==> config.mk <==
export PLATFORM = sky130hd
export DESIGN_NAME = lsu_mem
export DESIGN_NICKNAME = d
export VERILOG_FILES = /design/src/rtl/lsu_pkg.sv /design/src/rtl/load_ext.sv /design/src/rtl/lsu_mem.sv
export SDC_FILE = /design/constraint.sdc
export NUM_CORES = 1
export LEC_CHECK = 0
export CAP_MARGIN = 20
export CORE_ASPECT_RATIO = 1.4
export CORE_MARGIN = 1.5
export CORE_UTILIZATION = 45
export CTS_BUF_LIST = sky130_fd_sc_hd__clkbuf_4 sky130_fd_sc_hd__clkbuf_8
export DETAILED_ROUTE_END_ITERATION = 7
export GPL_TIMING_DRIVEN = 1
export PLACE_DENSITY = 0.79
export SYNTH_ARGS = -nofsm -noshare
export SYNTH_HDL_FRONTEND = slang
export SYNTH_SLANG_ARGS = --single-unit
==> constraint.sdc <==
create_clock -name clk -period 2.5 [get_ports clk]
set_clock_uncertainty 0.15 [all_clocks]
set_input_delay 0.25 -clock clk [delete_from_list [all_inputs] [get_ports clk]]
set_output_delay 0.25 -clock clk [all_outputs]
set_load 0.05 [all_outputs]
==> src/rtl/lsu_pkg.sv <==
// lsu_pkg -- shared definitions for the load/store unit.
//   dm_type encodings (funct3 of loads/stores), reused by the decoder and
//   the writeback mux, the LSU FSM state encoding, and small helpers that
//   classify an access and build store strobes / lane-replicated data.
package lsu_pkg;

  localparam logic [2:0] DM_B  = 3'b000;
  localparam logic [2:0] DM_H  = 3'b001;
  localparam logic [2:0] DM_W  = 3'b010;
  localparam logic [2:0] DM_BU = 3'b100;
  localparam logic [2:0] DM_HU = 3'b101;

  typedef enum logic [1:0] {
    IDLE = 2'd0,
    REQ  = 2'd1,
    RESP = 2'd2,
    DONE = 2'd3
  } lsu_state_e;

  function automatic logic is_byte(input logic [2:0] t);
    return (t == DM_B) || (t == DM_BU);
  endfunction

  function automatic logic is_half(input logic [2:0] t);
    return (t == DM_H) || (t == DM_HU);
  endfunction

  // Anything that is neither a byte nor a halfword access (including the
  // undefined encodings) is handled as a full word.
  function automatic logic misaligned(input logic [2:0] t, input logic [1:0] lo);
    if (is_byte(t)) return 1'b0;
    if (is_half(t)) return lo[0];
    return lo != 2'b00;
  endfunction

  function automatic logic [3:0] store_strb(input logic [2:0] t, input logic [1:0] lo);
    if (is_byte(t)) return 4'b0001 << lo;
    if (is_half(t)) return 4'b0011 << lo;
    return 4'b1111;
  endfunction

  // Replicating the store data across all lanes lets the strobes alone pick
  // the destination bytes, so no lane shifter is needed on the write path.
  function automatic logic [31:0] store_data(input logic [2:0] t, input logic [31:0] wd);
    if (is_byte(t)) return {4{wd[7:0]}};
    if (is_half(t)) return {2{wd[15:0]}};
    return wd;
  endfunction

endpackage

==> src/rtl/load_ext.sv <==
// load_ext -- combinational load lane select and extension.
//   word    : 32-bit word returned by data memory
//   lo      : byte offset (addr[1:0]) of the access
//   dm_type : funct3 access type
//   data    : selected byte/halfword, sign- or zero-extended; words pass through
module load_ext
  import lsu_pkg::*;
(
  input  logic [31:0] word,
  input  logic [1:0]  lo,
  input  logic [2:0]  dm_type,
  output logic [31:0] data
);

  logic [7:0]  lane_b;
  logic [15:0] lane_h;

  always_comb begin
    // NOTE: every signal written here gets a default first, so no path
    // through the case statements can leave it unassigned and infer a latch.
    lane_b = word[7:0];
    lane_h = lo[1] ? word[31:16] : word[15:0];
    data   = word;

    case (lo)
      2'd1:    lane_b = word[15:8];
      2'd2:    lane_b = word[23:16];
      2'd3:    lane_b = word[31:24];
      default: lane_b = word[7:0];
    endcase

    case (dm_type)
      DM_B:    data = {{24{lane_b[7]}}, lane_b};
      DM_BU:   data = {24'd0, lane_b};
      DM_H:    data = {{16{lane_h[15]}}, lane_h};
      DM_HU:   data = {16'd0, lane_h};
      default: data = word;
    endcase
  end

endmodule

==> src/rtl/lsu_mem.sv <==
// lsu_mem -- MEM-stage load/store unit.
//   Pipeline side : mem_req, mem_we, dm_type, addr, wdata in;
//                   dout (extended load data), done (completion pulse),
//                   stall (freeze IF..MEM), misalign (combinational) out.
//   Memory side   : m_valid/m_ready request handshake carrying m_we,
//                   m_addr (word aligned), m_wstrb, m_wdata; m_rvalid/m_rdata
//                   response for loads.
//   Sequence IDLE -> REQ -> (RESP for loads) -> DONE -> IDLE. DATA_W must be 32.
module lsu_mem
  import lsu_pkg::*;
#(
  parameter int ADDR_W = 32,
  parameter int DATA_W = 32
) (
  input  logic              clk,
  input  logic              rstn,
  input  logic              mem_req,
  input  logic              mem_we,
  input  logic [2:0]        dm_type,
  input  logic [ADDR_W-1:0] addr,
  input  logic [DATA_W-1:0] wdata,
  output logic [DATA_W-1:0] dout,
  output logic              done,
  output logic              stall,
  output logic              misalign,
  output logic              m_valid,
  input  logic              m_ready,
  output logic              m_we,
  output logic [ADDR_W-1:0] m_addr,
  output logic [3:0]        m_wstrb,
  output logic [DATA_W-1:0] m_wdata,
  input  logic              m_rvalid,
  input  logic [DATA_W-1:0] m_rdata
);

  lsu_state_e        state;
  logic [1:0]        lat_lo;     // byte offset of the access in flight
  logic [2:0]        lat_type;   // dm_type of the access in flight
  logic [DATA_W-1:0] load_word;

  assign misalign = mem_req & misaligned(dm_type, addr[1:0]);

  // Already high in the IDLE cycle where the request shows up, so the
  // pipeline freezes before the FSM has even left IDLE.
  assign stall = mem_req & ~misalign & (state != DONE);

  load_ext u_load_ext (
    .word    (m_rdata),
    .lo      (lat_lo),
    .dm_type (lat_type),
    .data    (load_word)
  );

  always_ff @(posedge clk or negedge rstn) begin
    if (!rstn) begin
      state    <= IDLE;
      lat_lo   <= '0;
      lat_type <= '0;
      dout     <= '0;
      done     <= 1'b0;
      m_valid  <= 1'b0;
      m_we     <= 1'b0;
      m_addr   <= '0;
      m_wstrb  <= '0;
      m_wdata  <= '0;
    end else begin
      // NOTE: non-blocking assignments keep every register update in this
      // block based on the values from before the edge, regardless of order.
      done <= 1'b0;
      case (state)
        IDLE: begin
          if (mem_req && !misalign) begin
            state    <= REQ;
            lat_lo   <= addr[1:0];
            lat_type <= dm_type;
            m_valid  <= 1'b1;
            m_we     <= mem_we;
            m_addr   <= {addr[ADDR_W-1:2], 2'b00};
            m_wstrb  <= mem_we ? store_strb(dm_type, addr[1:0]) : 4'b0000;
            m_wdata  <= store_data(dm_type, wdata);
          end
        end
        REQ: begin
          if (m_ready) begin
            m_valid <= 1'b0;
            if (m_we) begin
              state <= DONE;
              done  <= 1'b1;
            end else begin
              state <= RESP;
            end
          end
        end
        RESP: begin
          // m_rvalid is only looked at here; strays in other states are dropped.
          if (m_rvalid) begin
            dout  <= load_word;
            state <= DONE;
            done  <= 1'b1;
          end
        end
        DONE:    state <= IDLE;
        default: state <= IDLE;
      endcase
    end
  end

endmodule
==> reports/metrics.csv, run 1 <==
metric;value;unit
outcome;finished clean;
overall fraction of global-route tracks in use;25.7;%
fin crit share;89.0;%
die area;12400;um2
Final Wtd Congestion;0.850;
wire per inst;16.9;um
# rows;46;
number of setup buffers added after CTS;0;
Synth area leader;dfrtp_1;
CP Launch Type;register;
Core ar.;11400;um2
final setup vio count;0;
starting DRC count in detailed routing;213;
slowest cell on the critical path;o21ai_1;
first-pass GRT wire length;24.4;mm
Slew @ Worst Pin;1.10;ns
Hold Fails Final Rpt;0;
worst r2r src;lat_type[1];
# DRC;0;
HPWL after DPL;11.7;mm
clk sinks;108;
syn avg cell area;9.00;um2
critical-path cell list;o21ai_1 > a21oi_1 > a211oi_1;
critical path arrival;2.35;ns
share of layout cells above drive strength 1;6.62;%
vias in the first global route;4995;
number of antenna-violating nets in the routed design;0;
WS Path Type;reg -> reg;
Max Cap Viol;0;
Design Power;0.0108;W
later-pin clock latency in the skew report;0.38;ns
CTS tree;built;
Area Overhead vs Synth;46.8;%
sequential area share after synthesis;51.3;%
initial antenna violation count;0;
global-route layer with the greatest usage;met2;
Ant. Diodes;0;
final wirelength;15.7;mm
worst min path class;in -> async;
top cells by area, synth;dfrtp_1, nand2_1, mux2i_1;
First-pass DRT Iterations;5;
nets;894;
met1 Use GR;28.6;%
leading cell type in the layout, fill and taps excluded;clkdlybuf4s50_1;
setup TNS;0;ns
Synth top area share;51.3;%
Die W;94.5;um
Yosys reg bits;108;
Mapped Cells;586;
grt met3 use;9.17;%
Final Util;67.9;%
H-tree depth;3;
slowest stage delay, CP;0.97;ns
Reg clk slew, reported paths;0.10;ns
number of buffers created by CTS;9;
CTS root buffer;clkbuf_8;
Die H;131;um
GRT overflow;0;
met2 Resource Use GR;44.6;%
Yosys Warn Count;0;
via/cell ratio;5.33;
pin count of the biggest net entering global routing;53;
Worst slew margin;25.9;%
io pins;210;
worst vdd ir;963;uV
Final min period;2.23;ns
WP data required;2.62;ns
commonest non-fill, non-tap cells in the layout;clkdlybuf4s50_1, nand2_1, dfrtp_1;
clock tree buffer depth;2;
via count;4949;
Worst Setup SP;lat_type[1];
Netlist cell types;43;
crit-path max FO;21;
Max Clock Freq;449;MHz
crit end category;register;
I/O Buffers;207;
max-slew violation count;0;
Cell Pwr Density;1400;nW/um2
Starting Density;46.3;%
mapped cell area;5270;um2
unrepaired setup endpoints after global routing;no;
leak pwr;3.43;nW
## kinds of logic (layout without fill, tap and decap cells)
family	Yosys count	after routing	share of synthesized area [%]
other	1	2	0.0711
AO/OA/AOI/OAI	117	117	13.1
AND/OR/NAND/NOR	267	267	22.4
adder cells (fa/ha/maj)	8	8	1.90
multiplexers	37	37	7.29
buffers and inverters	48	246	4.04
flip-flops	108	108	51.3
## registers in the layout (all words and copies together) (netlist names)
signal / cells
dout: 32
m_wdata: 32
m_addr: 30
m_wstrb: 4
lat_type: 3
lat_lo: 2
state: 2
done: 1
m_valid: 1
m_we: 1
## cells in the mapped netlist
cell type and count:
a221oi_1 1, conb_1 1, nor3_1 1, o2111ai_1 1
nor2_1 30, nor4_1 1, buf_2 14, a221o_1 5
and2_1 1, nor2_2 1, nand3b_1 14, clkbuf_1 22
nor4_2 1, ha_1 8, buf_6 1, mux2i_1 26
nor2b_1 3, o21ai_1 1, buf_1 3, and3_1 1
nor4b_1 1, inv_1 6, buf_4 2, and4_1 1
nor3_2 1, nor4b_4 2, a211oi_1 14, a21oi_1 34
a21boi_0 3, o21ai_0 44, mux2_2 11, o22a_1 1
nor3b_1 1, a31oi_1 10, a2bb2oi_1 1, o221a_2 1
nand4_1 1, o22ai_1 1, nand2b_1 6, nand2_1 188
nand3_1 12, or3b_1 1, dfrtp_1 108
## power by group
group	internal [W]	switching, W
Clock	0.000498	0.000595
Sequential	0.00257	0.000617
Combinational	0.00224	0.00428
## final cells by class
class	count	area, um2
fillers	922	3660
flip-flops and latches	108	2700
multi-input cells	431	2360
repair buffers	225	2280
well taps	144	180
clock buffers	11	145
clock inverters	4	48.8
inverters	6	22.5
## layer usage
metal | up-vias | part of all wire, %
met1 | 2331 | 37
met5 | - | 0
met3 | 28 | 9.9
met2 | 231 | 50
li1 | 2359 | -
met4 | 0 | 2.8
## per-stage QoR
stage | cells | worst slack, ns | hold slack, ns | cell area [um2]
final | 929 | 0.275 | 0.178 | 7740
after global routing | 929 | 0.155 | 0.213 | 7740
after detailed placement | 913 | 0.255 | 0.0578 | 7530
after CTS | 929 | 0.310 | 0.190 | 7740
after global placement | 913 | 0.310 | 0.0567 | 7530
after floorplan | 587 | 0.297 | -0.196 | 5280
## critical path, delay by kind of cell (launching register included)
kind / cells / cell delay, ns
AO/OA/AOI/OAI: 3 / 1.33
flip-flops: 1 / 0.64
## worst paths after layout
check / slack [ns] / end / cells after the start
worst max register to register: 0.27 / dout[19] / 3
max in group asynchronous: 1.28 / m_addr[26] / 3
worst min-delay path: 0.18 / dout[21] / 2
worst max-delay path: 0.27 / dout[19] / 3
worst min register to register: 0.33 / m_addr[26] / 2
min in group clk: 0.24 / m_addr[13] / 3
## repair_timing
| action | 4_1_cts | 5_1_grt |
|---|---|---|
| hold buffers | 1 | 0 |
| endpoints found under the hold margin | 28 | 0 |
| gates resized for setup | 0 | 0 |
No activity file was read; power rests on OpenSTA's default activity.
==> inputs of run 2 (changes only) <==
--- a/config.mk
+++ b/config.mk
@@ -12,7 +12,7 @@
 export CTS_BUF_LIST = sky130_fd_sc_hd__clkbuf_4 sky130_fd_sc_hd__clkbuf_8
 export DETAILED_ROUTE_END_ITERATION = 7
 export GPL_TIMING_DRIVEN = 1
-export PLACE_DENSITY = 0.79
+export PLACE_DENSITY = 0.85
 export SYNTH_ARGS = -nofsm -noshare
 export SYNTH_HDL_FRONTEND = slang
 export SYNTH_SLANG_ARGS = --single-unit
==> run 2 against run 1 <==
Die area is the same. Worst hold slack better by 0.049 ns. Sequential share of layout area about the same. First-iteration DRC count decreased by 1.4%. Highest routed layer unchanged. Critical path depth grew 3. Combinational power up 0.6%. Wire length is 1.2% lower. Largest cell class unchanged. Sequential cell count did not move.
==> reports/metrics.csv, run 2 (synthesis results as in run 1) <==
metric;value;unit;change
clk sinks;108;;unchanged
Worst Setup SP;addr[0];;
cts repair resizes;0;;unchanged
First-pass DRT Iterations;4;;-1
clock tree buffer depth;2;;unchanged
GRT overflow;0;;unchanged
Final Util;68.0;%;about the same
I/O Buffers;207;;unchanged
vias in the first global route;4966;;-0.58%
leading cell type in the layout, fill and taps excluded;clkdlybuf4s50_1;;
WS Path Type;in -> out;;
worst vdd ir;808;uV;-16%
worst min path class;in -> async;;
nets;895;;+0.11%
# DRC;0;;unchanged
final setup vio count;0;;unchanged
pin count of the biggest net entering global routing;78;;+47%
die area;12400;um2;unchanged
Regs by FF count;dout (32), m_wdata (32), m_addr (30);;
Reg clk slew, reported paths;0.10;ns;about the same
share of layout cells above drive strength 1;6.86;%;+0.24 points
Final Wtd Congestion;0.885;;+4.2%
CP Launch Type;input port;;
Max Cap Viol;0;;unchanged
setup TNS;0;ns;unchanged
Die H;131;um;unchanged
Cell Pwr Density;1410;nW/um2;+1.1%
final non-filler cell total;931;;+0.22%
final worst slack;0.232;ns;-0.0430 ns
number of buffers created by CTS;9;;unchanged
critical path arrival;1.87;ns;-0.48 ns
R2R Setup Slk;0.41;ns;+0.14 ns
Die W;94.5;um;unchanged
overall fraction of global-route tracks in use;25.0;%;-0.69 points
Core ar.;11400;um2;unchanged
Starting Density;46.3;%;unchanged
worst hold slack;0.227;ns;+0.0494 ns
final wirelength;15.5;mm;-1.2%
later-pin clock latency in the skew report;0.38;ns;about the same
Reg2Reg Capture Point;dout[17];;
CP Capture Point;misalign;;
Ant. Diodes;0;;unchanged
HPWL after DPL;11.7;mm;+0.75%
Worst slew margin;31.7;%;+5.8 points
Worst Reg-to-Reg Cells;6;;+3
wire per inst;16.6;um;-1.4%
initial antenna violation count;0;;unchanged
unrepaired setup endpoints after global routing;no;;
fin crit share;90.7;%;+1.7 points
starting DRC count in detailed routing;210;;-1.4%
area taken by multi-input logic gates;2360;um2;unchanged
commonest non-fill, non-tap cells in the layout;clkdlybuf4s50_1, nand2_1, dfrtp_1;;
number of antenna-violating nets in the routed design;0;;unchanged
CTS root buffer;clkbuf_8;;
crit-path max FO;4;;-81%
max-slew violation count;0;;unchanged
H-tree depth;3;;unchanged
outcome;finished clean;;
CTS tree;built;;
leak pwr;3.43;nW;about the same
Area Overhead vs Synth;46.9;%;about the same
Register Area;2700;um2;unchanged
Final min period;2.27;ns;+0.0430 ns
Post-Place Cells;914;;+0.11%
io pins;210;;unchanged
WP data required;2.10;ns;-0.52 ns
fill cell count;882;;-4.3%
via/cell ratio;5.33;;about the same
# rows;46;;unchanged
Hold Fails Final Rpt;0;;unchanged
first-pass GRT wire length;23.9;mm;-2.3%
worst r2r src;state[0];;
Max Clock Freq;441;MHz;-1.9%
pre-CTS setup slack;0.224;ns;-0.0307 ns
via count;4959;;+0.20%
Slew @ Worst Pin;1.02;ns;-0.0868 ns
crit end category;primary output;;
[run 2: changes by cell type in the layout (fill, tap and decap cells not counted)]
cell	previous run	this run
inv_6	1	2
buf_12	6	3
clkbuf_4	1	0
clkinv_2	2	0
buf_4	14	18
clkinvlp_4	0	1
bufinv_16	1	2
clkinv_4	0	1
[run 2: power breakdown]
group	total (W)	internal, W	switching (W)	leakage (nW)
combinational	0.00656	0.00223	0.00433	1.99
clock	0.00123	0.000601	0.000624	0.113
sequential	0.00315	0.00257	0.000579	1.33
[run 2: cell type report]
class	count	share of cell area, %
clock inverter	6	1.21
tap	144	2.33
timing repair buffer	226	29.0
multi-input combinational	431	30.5
inverter	6	0.291
sequential	108	34.9
clock buffer	10	1.78
[run 2: per-layer routing]
layer  up-vias  global-route usage, %  part of all wire, %
li1       2361                      -                    -
met1      2340                   27.3                   37
met2       208                   43.8                   51
met3        50                   6.63                  7.4
met4         0                   14.2                  5.0
met5         -                      0                    0
[run 2: worst max-delay path: stages]
cell	delay, ns
clkdlybuf4s50_1	0.54
inv_1	0.10
ha_1	0.21
nand2b_1	0.18
a21boi_0	0.38
buf_12	0.19
[run 2: repair_timing]
| action | in CTS | in global routing |
|---|---|---|
| hold endpoints to repair | 37 | 0 |
| setup buffers | 0 | 0 |
| hold buffers | 1 | 0 |
[run 2: worst min-delay path by stage]
stage | start | end | slack (ns) | cells past startpoint
final | rstn | dout[3] | 0.23 | 2
after global routing | addr[29] | m_addr[29] | 0.23 | 3
after detailed placement | rstn | dout[3] | 0.11 | 1
after floorplan | rstn | done | -0.20 | 0
after global placement | rstn | dout[3] | 0.1 | 1
after CTS | addr[20] | m_addr[20] | 0.23 | 3
[run 2: stage by stage]
stage                     cell area, um2  total power (W)
after global placement              7500          0.00957
after detailed placement            7500          0.00975
final                               7740           0.0109
after floorplan                     5280          0.00741
after CTS                           7740           0.0110
after global routing                7740           0.0115
